`src/rtl/mux21_sweep_ctrl.sv`:
```
// Clocked self-checking sweep controller for a 2:1 mux: drives all 8 {s,d1,d0}
// vectors, samples y after a settle time and counts mismatches. Optional fail log: MUX21_SWEEP_FAILLOG_EN.
module mux21_sweep_ctrl #(
  parameter int SETTLE_CYCLES = 1,
  parameter int ERR_W         = 4
) (
  input  logic             clk,
  input  logic             rst,
  input  logic             start,
  input  logic             y,
  output logic             d0,
  output logic             d1,
  output logic             s,
  output logic [2:0]       vec_idx,
  output logic             busy,
  output logic             done,
  output logic             pass,
  output logic [ERR_W-1:0] err_cnt,
  output logic             fail_seen,
  output logic [2:0]       first_fail
);

  localparam int CNT_W = (SETTLE_CYCLES > 1) ? $clog2(SETTLE_CYCLES) : 1;
  localparam logic [CNT_W-1:0] SETTLE_LAST = CNT_W'(SETTLE_CYCLES - 1);

  typedef enum logic [1:0] {
    ST_IDLE   = 2'd0,
    ST_SETTLE = 2'd1,
    ST_CHECK  = 2'd2,
    ST_DONE   = 2'd3
  } state_t;

  state_t           state_r, state_nxt_s;
  logic [2:0]       vec_r, vec_nxt_s;
  logic [CNT_W-1:0] cnt_r, cnt_nxt_s;
  logic [ERR_W-1:0] err_r, err_nxt_s;
  logic             busy_r, done_r, pass_r;
  logic             mismatch_s;
  logic             clr_log_s;

  // Golden 2:1 mux response for a vector packed as {s,d1,d0}.
  function automatic logic mux_expect(input logic [2:0] v);
    return v[2] ? v[1] : v[0];
  endfunction

  // Saturating increment so the count never wraps back to a passing value.
  function automatic logic [ERR_W-1:0] sat_inc(input logic [ERR_W-1:0] c);
    if (c == {ERR_W{1'b1}}) begin
      return c;
    end else begin
      return c + ERR_W'(1);
    end
  endfunction

  // Next-state and datapath next values.
  always_comb begin
    state_nxt_s = state_r;
    vec_nxt_s   = vec_r;
    cnt_nxt_s   = cnt_r;
    err_nxt_s   = err_r;
    mismatch_s  = 1'b0;
    clr_log_s   = 1'b0;
    case (state_r)
      ST_IDLE, ST_DONE: begin
        if (start) begin
          vec_nxt_s   = 3'd0;
          cnt_nxt_s   = {CNT_W{1'b0}};
          err_nxt_s   = {ERR_W{1'b0}};
          clr_log_s   = 1'b1;
          state_nxt_s = ST_SETTLE;
        end else begin
          state_nxt_s = state_r;
        end
      end
      ST_SETTLE: begin
        if (cnt_r == SETTLE_LAST) begin
          state_nxt_s = ST_CHECK;
        end else begin
          cnt_nxt_s = cnt_r + CNT_W'(1);
        end
      end
      ST_CHECK: begin
        // Expected value comes from the registered drive bits, i.e. vec_r.
        mismatch_s = (y != mux_expect(vec_r));
        if (mismatch_s) begin
          err_nxt_s = sat_inc(err_r);
        end else begin
          err_nxt_s = err_r;
        end
        if (vec_r == 3'd7) begin
          state_nxt_s = ST_DONE;
        end else begin
          vec_nxt_s   = vec_r + 3'd1;
          cnt_nxt_s   = {CNT_W{1'b0}};
          state_nxt_s = ST_SETTLE;
        end
      end
      default: begin
        state_nxt_s = ST_IDLE;
      end
    endcase
  end

  // State, datapath and registered status outputs.
  always_ff @(posedge clk) begin
    if (rst) begin
      state_r <= ST_IDLE;
      vec_r   <= 3'd0;
      cnt_r   <= {CNT_W{1'b0}};
      err_r   <= {ERR_W{1'b0}};
      busy_r  <= 1'b0;
      done_r  <= 1'b0;
      pass_r  <= 1'b0;
    end else begin
      state_r <= state_nxt_s;
      vec_r   <= vec_nxt_s;
      cnt_r   <= cnt_nxt_s;
      err_r   <= err_nxt_s;
      busy_r  <= (state_nxt_s == ST_SETTLE) || (state_nxt_s == ST_CHECK);
      done_r  <= (state_nxt_s == ST_DONE);
      pass_r  <= (state_nxt_s == ST_DONE) && (err_nxt_s == {ERR_W{1'b0}});
    end
  end

`ifdef MUX21_SWEEP_FAILLOG_EN
  logic       fail_seen_r, fail_seen_nxt_s;
  logic [2:0] first_fail_r, first_fail_nxt_s;

  // First-mismatch capture; later mismatches leave the log untouched.
  always_comb begin
    fail_seen_nxt_s  = fail_seen_r;
    first_fail_nxt_s = first_fail_r;
    if (clr_log_s) begin
      fail_seen_nxt_s  = 1'b0;
      first_fail_nxt_s = 3'd0;
    end else if (mismatch_s && !fail_seen_r) begin
      fail_seen_nxt_s  = 1'b1;
      first_fail_nxt_s = vec_r;
    end else begin
      fail_seen_nxt_s  = fail_seen_r;
      first_fail_nxt_s = first_fail_r;
    end
  end

  // Fail log registers.
  always_ff @(posedge clk) begin
    if (rst) begin
      fail_seen_r  <= 1'b0;
      first_fail_r <= 3'd0;
    end else begin
      fail_seen_r  <= fail_seen_nxt_s;
      first_fail_r <= first_fail_nxt_s;
    end
  end

  assign fail_seen  = fail_seen_r;
  assign first_fail = first_fail_r;
`else
  logic unused_log_s;
  assign unused_log_s = clr_log_s;
  assign fail_seen    = 1'b0;
  assign first_fail   = 3'd0;
`endif

  assign d0      = vec_r[0];
  assign d1      = vec_r[1];
  assign s       = vec_r[2];
  assign vec_idx = vec_r;
  assign busy    = busy_r;
  assign done    = done_r;
  assign pass    = pass_r;
  assign err_cnt = err_r;

endmodule

```
`config.mk`:
```
export PLATFORM = sky130hd
export DESIGN_NAME = mux21_sweep_ctrl
export DESIGN_NICKNAME = d
export VERILOG_FILES = /design/src/rtl/mux21_sweep_ctrl.sv
export SDC_FILE = /design/constraint.sdc
export NUM_CORES = 1
export LEC_CHECK = 0
export ABC_AREA = 1
export ABC_CLOCK_PERIOD_IN_PS = 5200
export CAP_MARGIN = 5
export CORE_MARGIN = 2
export CORE_UTILIZATION = 49
export CTS_CLUSTER_SIZE = 8
export DETAILED_ROUTE_END_ITERATION = 7
export PLACE_DENSITY = 0.82
export SYNTH_ARGS = -nofsm -noshare
export SYNTH_HDL_FRONTEND = slang
export SYNTH_SLANG_ARGS = --single-unit
```
`constraint.sdc`:
```
create_clock -name clk -period 5.2 [get_ports clk]
set_clock_uncertainty 0.2 [all_clocks]
set_input_delay 0.78 -clock clk [delete_from_list [all_inputs] [get_ports clk]]
set_output_delay 0.78 -clock clk [all_outputs]
set_load 0.02 [all_outputs]
```
==> results_dict.tcl <==
set metrics [dict create \
    worstSetupPathType "reg2out" \
    post-dp-hpwl_mm 1.19 \
    postCtsResizedCells 0 \
    clkTransAtPathRegs_ns 0.07 \
    yosys_warnings 0 \
    drt_iter0_drc 13 \
    synth_top_cells_by_count "22 x nand2_1, 17 x inv_1, 17 x nor2_1, 12 x dfxtp_1, 10 x nand3_1" \
    seq_area_um2 240 \
    nets 138 \
    portBuffers 16 \
    final_cells 143 \
    maxCapViolations 0 \
    cts_root_buf "clkbuf_4" \
    ant_nets 0 \
    io_pins 21 \
    wl_mm 1.45 \
    reg2reg_slack_ns 3.17 \
    dp.cells 139 \
    crit_fanout 7 \
    die_y_um 43.3 \
    cts-buffers-inserted 3 \
    rsz0062_at_grt "false" \
    drive_gt1_frac 0.0630 \
    cp_top_family "buffers and inverters" \
    post_synth_num_cell_types 19 \
    grt_max_degree 12 \
    synth_top_area_share 0.317 \
    synth_top_area_cell "dfxtp_1" \
    vias 709 \
    fp-row-count 14 \
    synthArstFlopShare 0 \
    ir_drop_mv 0.236 \
    cp-end-kind "output pin" \
    utilization 0.631 \
    crit_path_cell_trace "clkdlybuf4s50_1" \
    totalNegativeSetupSlack_ns 0 \
    cts_max_level 1 \
    ys_ff_latch 12 \
    power.density_nw_per_um2 379 \
    required_ns 4.22 \
    core_area_um2 1470 \
    crit_slowest_cell "clkdlybuf4s50_1" \
    remaining_drc_errors 0 \
    period_minus_slack_ns 2.34 \
    synth_seq_area_share 0.317 \
    cts_max_path_buffers 2 \
    critPathArrivalTime_ns 1.36 \
    antennaDiodeCount 0 \
    nFillCells 137 \
    synth.top_cells.by_area "dfxtp_1 32%, nand2_1 11%, ha_1 9.9%, inv_1 8.4%, nor2_1 8.4%" \
    antenna_found_initial 0 \
    grt_pass1_wl_mm 2.50 \
    syn_area_um2 757 \
    insertion_delay_ns 0.27 \
    hp-class "reg2reg" \
    multi_input_area_um2 404 \
    cts_tree "yes" \
    area_growth_pct 22.6 \
    fp.dieW_um 43.3 \
    synth_edf_count 0 \
    firstDrtPassIters 4 \
    critPathMaxStageDelay_ns 0.65 \
    setup_violations 0 \
    gr-total-overflow 0 \
    gp_congestion 0.845 \
    cts.sinks 12 \
    run_status "finished, final reports clean" \
    yosysMostFrequentCell "nand2_1" \
    hold_violations 0 \
    avgSynthCellArea_um2 6.76 \
    startpoint_type "flip-flop" \
    cts_setup_buffers 0 \
    grt_usage 0.179 \
    dieArea_um2 1880 \
    routed_via_density 4.96 \
    max_clock_freq_mhz 427 \
    avgRoutedWirePerCell_um 10.2 \
    finalCritPeriodShare 0.450 \
    start_util 0.514 \
    leakage_nw 0.454 \
    grt_pass1_vias 623 \
    critPathBufInv 1 \
    cts_hold_buffers 0 \
    final_max_slew_viol_count 0 \
    synthFlopType "dfxtp_1" \
    synthCells 112 \
]
-- per-layer routing --
| metal | vias to the layer above | routed length (um) | GRT usage | share of wire |
|---|---|---|---|---|
| met5 | - | 0 | 0 | 0 |
| met4 | 0 | 10 | 0.0909 | 0.0069 |
| met3 | 2 | 65 | 0.0468 | 0.045 |
| met2 | 15 | 726 | 0.299 | 0.50 |
| met1 | 314 | 650 | 0.209 | 0.45 |
| li1 | 378 | - | - | - |
-- logic make-up after synthesis --
kind of cell	Yosys count	synth area share
adder cells (fa/ha/maj)	6	0.0992
other	1	0.00495
flip-flops	12	0.317
buffers and inverters	26	0.164
AND/OR/NAND/NOR	55	0.314
XOR/XNOR	1	0.0116
AO/OA/AOI/OAI	11	0.0893
-- tightest hold or removal path, delay by kind of cell (launching register included) --
kind	cells	cell delay, ns
DFF	1	0.36
buffers and inverters	1	0.10
AOI/OAI and AO/OA	1	0.06
-- cell usage in the layout (no fill, tap or decap) --
master	count
nand2_1	22
inv_1	17
nor2_1	17
clkdlybuf4s50_1	16
dfxtp_1	12
nand3_1	10
ha_1	6
a21oi_1	4
a211oi_1	4
conb_1	4
clkbuf_4	3
o21ai_0	2
nand2_2	2
nand4_1	2
o21a_1	1
inv_2	1
nand3_2	1
xnor2_1	1
or2_1	1
clkbuf_8	1
-- final cells by class --
type,instances,area share
timing repair buffer,16,0.173
sequential,12,0.259
tap,16,0.0216
multi-input combinational,77,0.435
inverter,18,0.0728
clock buffer,4,0.0391
-- registers in the layout (all words and copies together) (netlist names) --
| signal | count |
|---|---|
| err_cnt | 4 |
| vec_idx | 3 |
| pass | 1 |
| busy | 1 |
| state_r | 2 |
| done | 1 |
-- power by group --
group	switching, mW	internal, mW
Sequential	0.0131	0.107
Combinational	0.0939	0.0649
Clock	0.0305	0.0425
Total	0.138	0.214
-- metrics by stage --
stage	instance area [um^2]	power [mW]	hold WS, ns	setup WS (ns)
4_1_cts	928	0.356	0.364	2.84
6_report	928	0.352	0.364	2.86
5_1_grt	928	0.379	0.401	2.78
3_3_place_gp	892	0.275	0.316	2.82
3_5_place_dp	892	0.281	0.356	2.70
2_1_floorplan	768	0.236	0.289	3.28
-- path summary, 6_finish.rpt --
kind                            cells past startpoint          to  startpoint
worst max-delay path                                1  err_cnt[2]  err_cnt[2]
worst min-delay path                                2  vec_idx[1]  vec_idx[1]
worst min register to register                      2  vec_idx[1]  vec_idx[1]
worst max register to register                     12        pass  state_r[0]
No activity file was read; power rests on OpenSTA's default activity.
==> variant (config.mk and constraints unchanged) <==
Put a register stage on the outputs `d0`, `d1` and `s`, cleared by the reset. The values now appear one clock later. The other outputs are not delayed to match.
--- a/src/rtl/mux21_sweep_ctrl.sv
+++ b/src/rtl/mux21_sweep_ctrl.sv
@@ -164,5 +164,13 @@
 
-  assign d0      = vec_r[0];
-  assign d1      = vec_r[1];
-  assign s       = vec_r[2];
+  always_ff @(posedge clk) begin
+    if (rst) begin
+      d0 <= '0;
+      d1 <= '0;
+      s  <= '0;
+    end else begin
+      d0 <= vec_r[0];
+      d1 <= vec_r[1];
+      s  <= vec_r[2];
+    end
+  end
   assign vec_idx = vec_r;
Function: changed (Yosys sat finds a counterexample within 4 cycles, from zero or initial values and one cycle with rst high).
==> variant against the original RTL <==
- maximum frequency up 0.34%
- synthesized area up 13%
- setup slack better by 0.0080 ns
- final area is 11% higher
- critical path depth stayed put
- sequential power rose by 9%
- sequential cell count increased by 3
- total power shrank 7.1%
- non-clock buffer count did not move
- largest cell class unchanged
- routed wire length is 19% higher
==> variant: results (changes against the original RTL) <==
CP Max Fanout=5 (-2); overall track demand over capacity in global routing=18.4% (+0.55 points); number of setup buffers added after CTS=0 (unchanged); initial drt markers=15 (+2); GP Congestion=0.797 (-5.7%); min-delay src=vec_idx[1]; sequential cell area fraction in the yosys report=35.1% (+3.4 points); proportion of netlist area held by the largest area contributor=35.1% (+3.4 points); most frequently used flop master after synthesis=sky130_fd_sc_hd__dfxtp_1; kind of path behind the tightest hold check=flip-flop to flip-flop; pin count of the biggest net entering global routing=12 (unchanged); fill count=159 (+16%); vias in the first global route=688 (+10%); global-route wire length before repair=2820 um (+12%); post-detail-place hpwl=1360 um (+14%); xor and xnor fraction of the mapped netlist area=0% (-1.2 points); clock-pin slew reported for the worst setup and hold paths after clock tree synthesis=0.09 ns (+0.02 ns); Port Buffers=16 (unchanged); number of levels the H-tree was split into=1 (unchanged); maximum number of buffers from clock root to sink=2 (unchanged); biggest area contributors in the synthesized netlist=sky130_fd_sc_hd__dfxtp_1, sky130_fd_sc_hd__nand2_1, sky130_fd_sc_hd__ha_1; delay-heaviest family, CP=buffers and inverters; number of antenna violations at the first check in global routing=0 (unchanged); critical path arrival=1.35 ns; Worst path max stage delay=0.64 ns; Slowest-stage cell, CP=sky130_fd_sc_hd__clkdlybuf4s50_1; adder-cell share of the synthesized area=8.77% (-1.1 points); clk root buf=sky130_fd_sc_hd__clkbuf_4; commonest cells in the netlist=sky130_fd_sc_hd__nand2_1, sky130_fd_sc_hd__inv_1, sky130_fd_sc_hd__dfxtp_1; Yosys cell types=23 (+4); compound-cell area share of the yosys netlist=7.31% (-1.6 points); fraction of layout instances using a drive strength above 1=12.9% (+6.6 points); origin of the critical flop-to-flop path=state_r[0]; cts bufs inserted=3 (unchanged); count of vias placed by the detailed router=789 (+11%); r2r worst-path depth=11 (-1); Routed WL=1730 um (+19%); result of the run=completed; r2r setup slk=3.17 ns (about the same); clock insertion delay at the later pin of the skew report=0.29 ns (+0.02 ns); Nets=151 (+9.4%); post-cts gate resize count=0 (unchanged); Worst Hold Endpoint=d1; Pleak=0.000491 uW (+8.2%); multiplexer share of the synthesized area=0% (unchanged); worst hold slack after final layout=0.322 ns (-0.0412 ns); share of flip-flops with an asynchronous set or reset=0% (unchanged); maximum VDD drop=212 uV (-10%); capture point of the worst reg-to-reg path=pass
## variant: cell count changes after synthesis, moves of 2 or more
cell / change
sky130_fd_sc_hd__buf_4: -3
sky130_fd_sc_hd__nand4_1: -2
sky130_fd_sc_hd__o21ai_1: +3
sky130_fd_sc_hd__a21oi_1: -2
sky130_fd_sc_hd__nand2_1: +8
sky130_fd_sc_hd__inv_2: +3
sky130_fd_sc_hd__a211oi_1: -4
sky130_fd_sc_hd__nand2_2: +3
sky130_fd_sc_hd__dfxtp_1: +3
sky130_fd_sc_hd__nor2_1: -4
## variant: logic make-up after synthesis
group	after synthesis
other cells	1
simple gates	64
compound gates	10
buf+inv	27
flops	15
fa+ha+maj	6
## variant: how the worst max path moves through the flow
| stage | from | endpoint | slack [ns] | depth (start not counted) |
|---|---|---|---|---|
| after floorplan | start | pass | 3.28 | 8 |
| after global placement | start | pass | 2.84 | 9 |
| after detailed placement | start | pass | 2.77 | 9 |
| after CTS | vec_idx[2] | vec_idx[2] | 2.86 | 1 |
| after global routing | vec_idx[2] | vec_idx[2] | 2.82 | 1 |
| final | vec_idx[2] | vec_idx[2] | 2.87 | 1 |
## variant: area by class of cell
cell class                 count  area, um^2  area share (%)
clock buffer                   4        26.3            2.55
sequential                    15         300            29.2
multi-input combinational     84         443            43.0
inverter                      21        78.8            7.65
timing repair buffer          16         160            15.6
tap                           17        21.3            2.07
## variant: per-stage QoR
step	instance area (um^2)	utilization [%]	worst slack, ns	power [uW]	std cells
2_1_floorplan	867	-	3.28	231	126
3_3_place_gp	1000	59.4	2.84	253	153
3_5_place_dp	1000	59.4	2.77	260	153
4_1_cts	1030	61.0	2.86	328	157
5_1_grt	1030	61.0	2.82	347	157
6_report	1030	61.0	2.87	327	157
## variant: power breakdown
group          internal, uW  leakage (uW)  switching (uW)
combinational          47.6      0.000355            80.3
clock                  29.9     0.0000150            37.8
sequential              126      0.000122            5.03
## variant: metal layers
| layer | part of all wire [%] | track usage (%) | vias to the layer above |
|---|---|---|---|
| met2 | 51 | 28.5 | 23 |
| met4 | 2.8 | 10.3 | 0 |
| met1 | 42 | 25.4 | 353 |
| met5 | 0 | 0 | - |
| met3 | 4.8 | 1.19 | 5 |
| li1 | - | - | 408 |
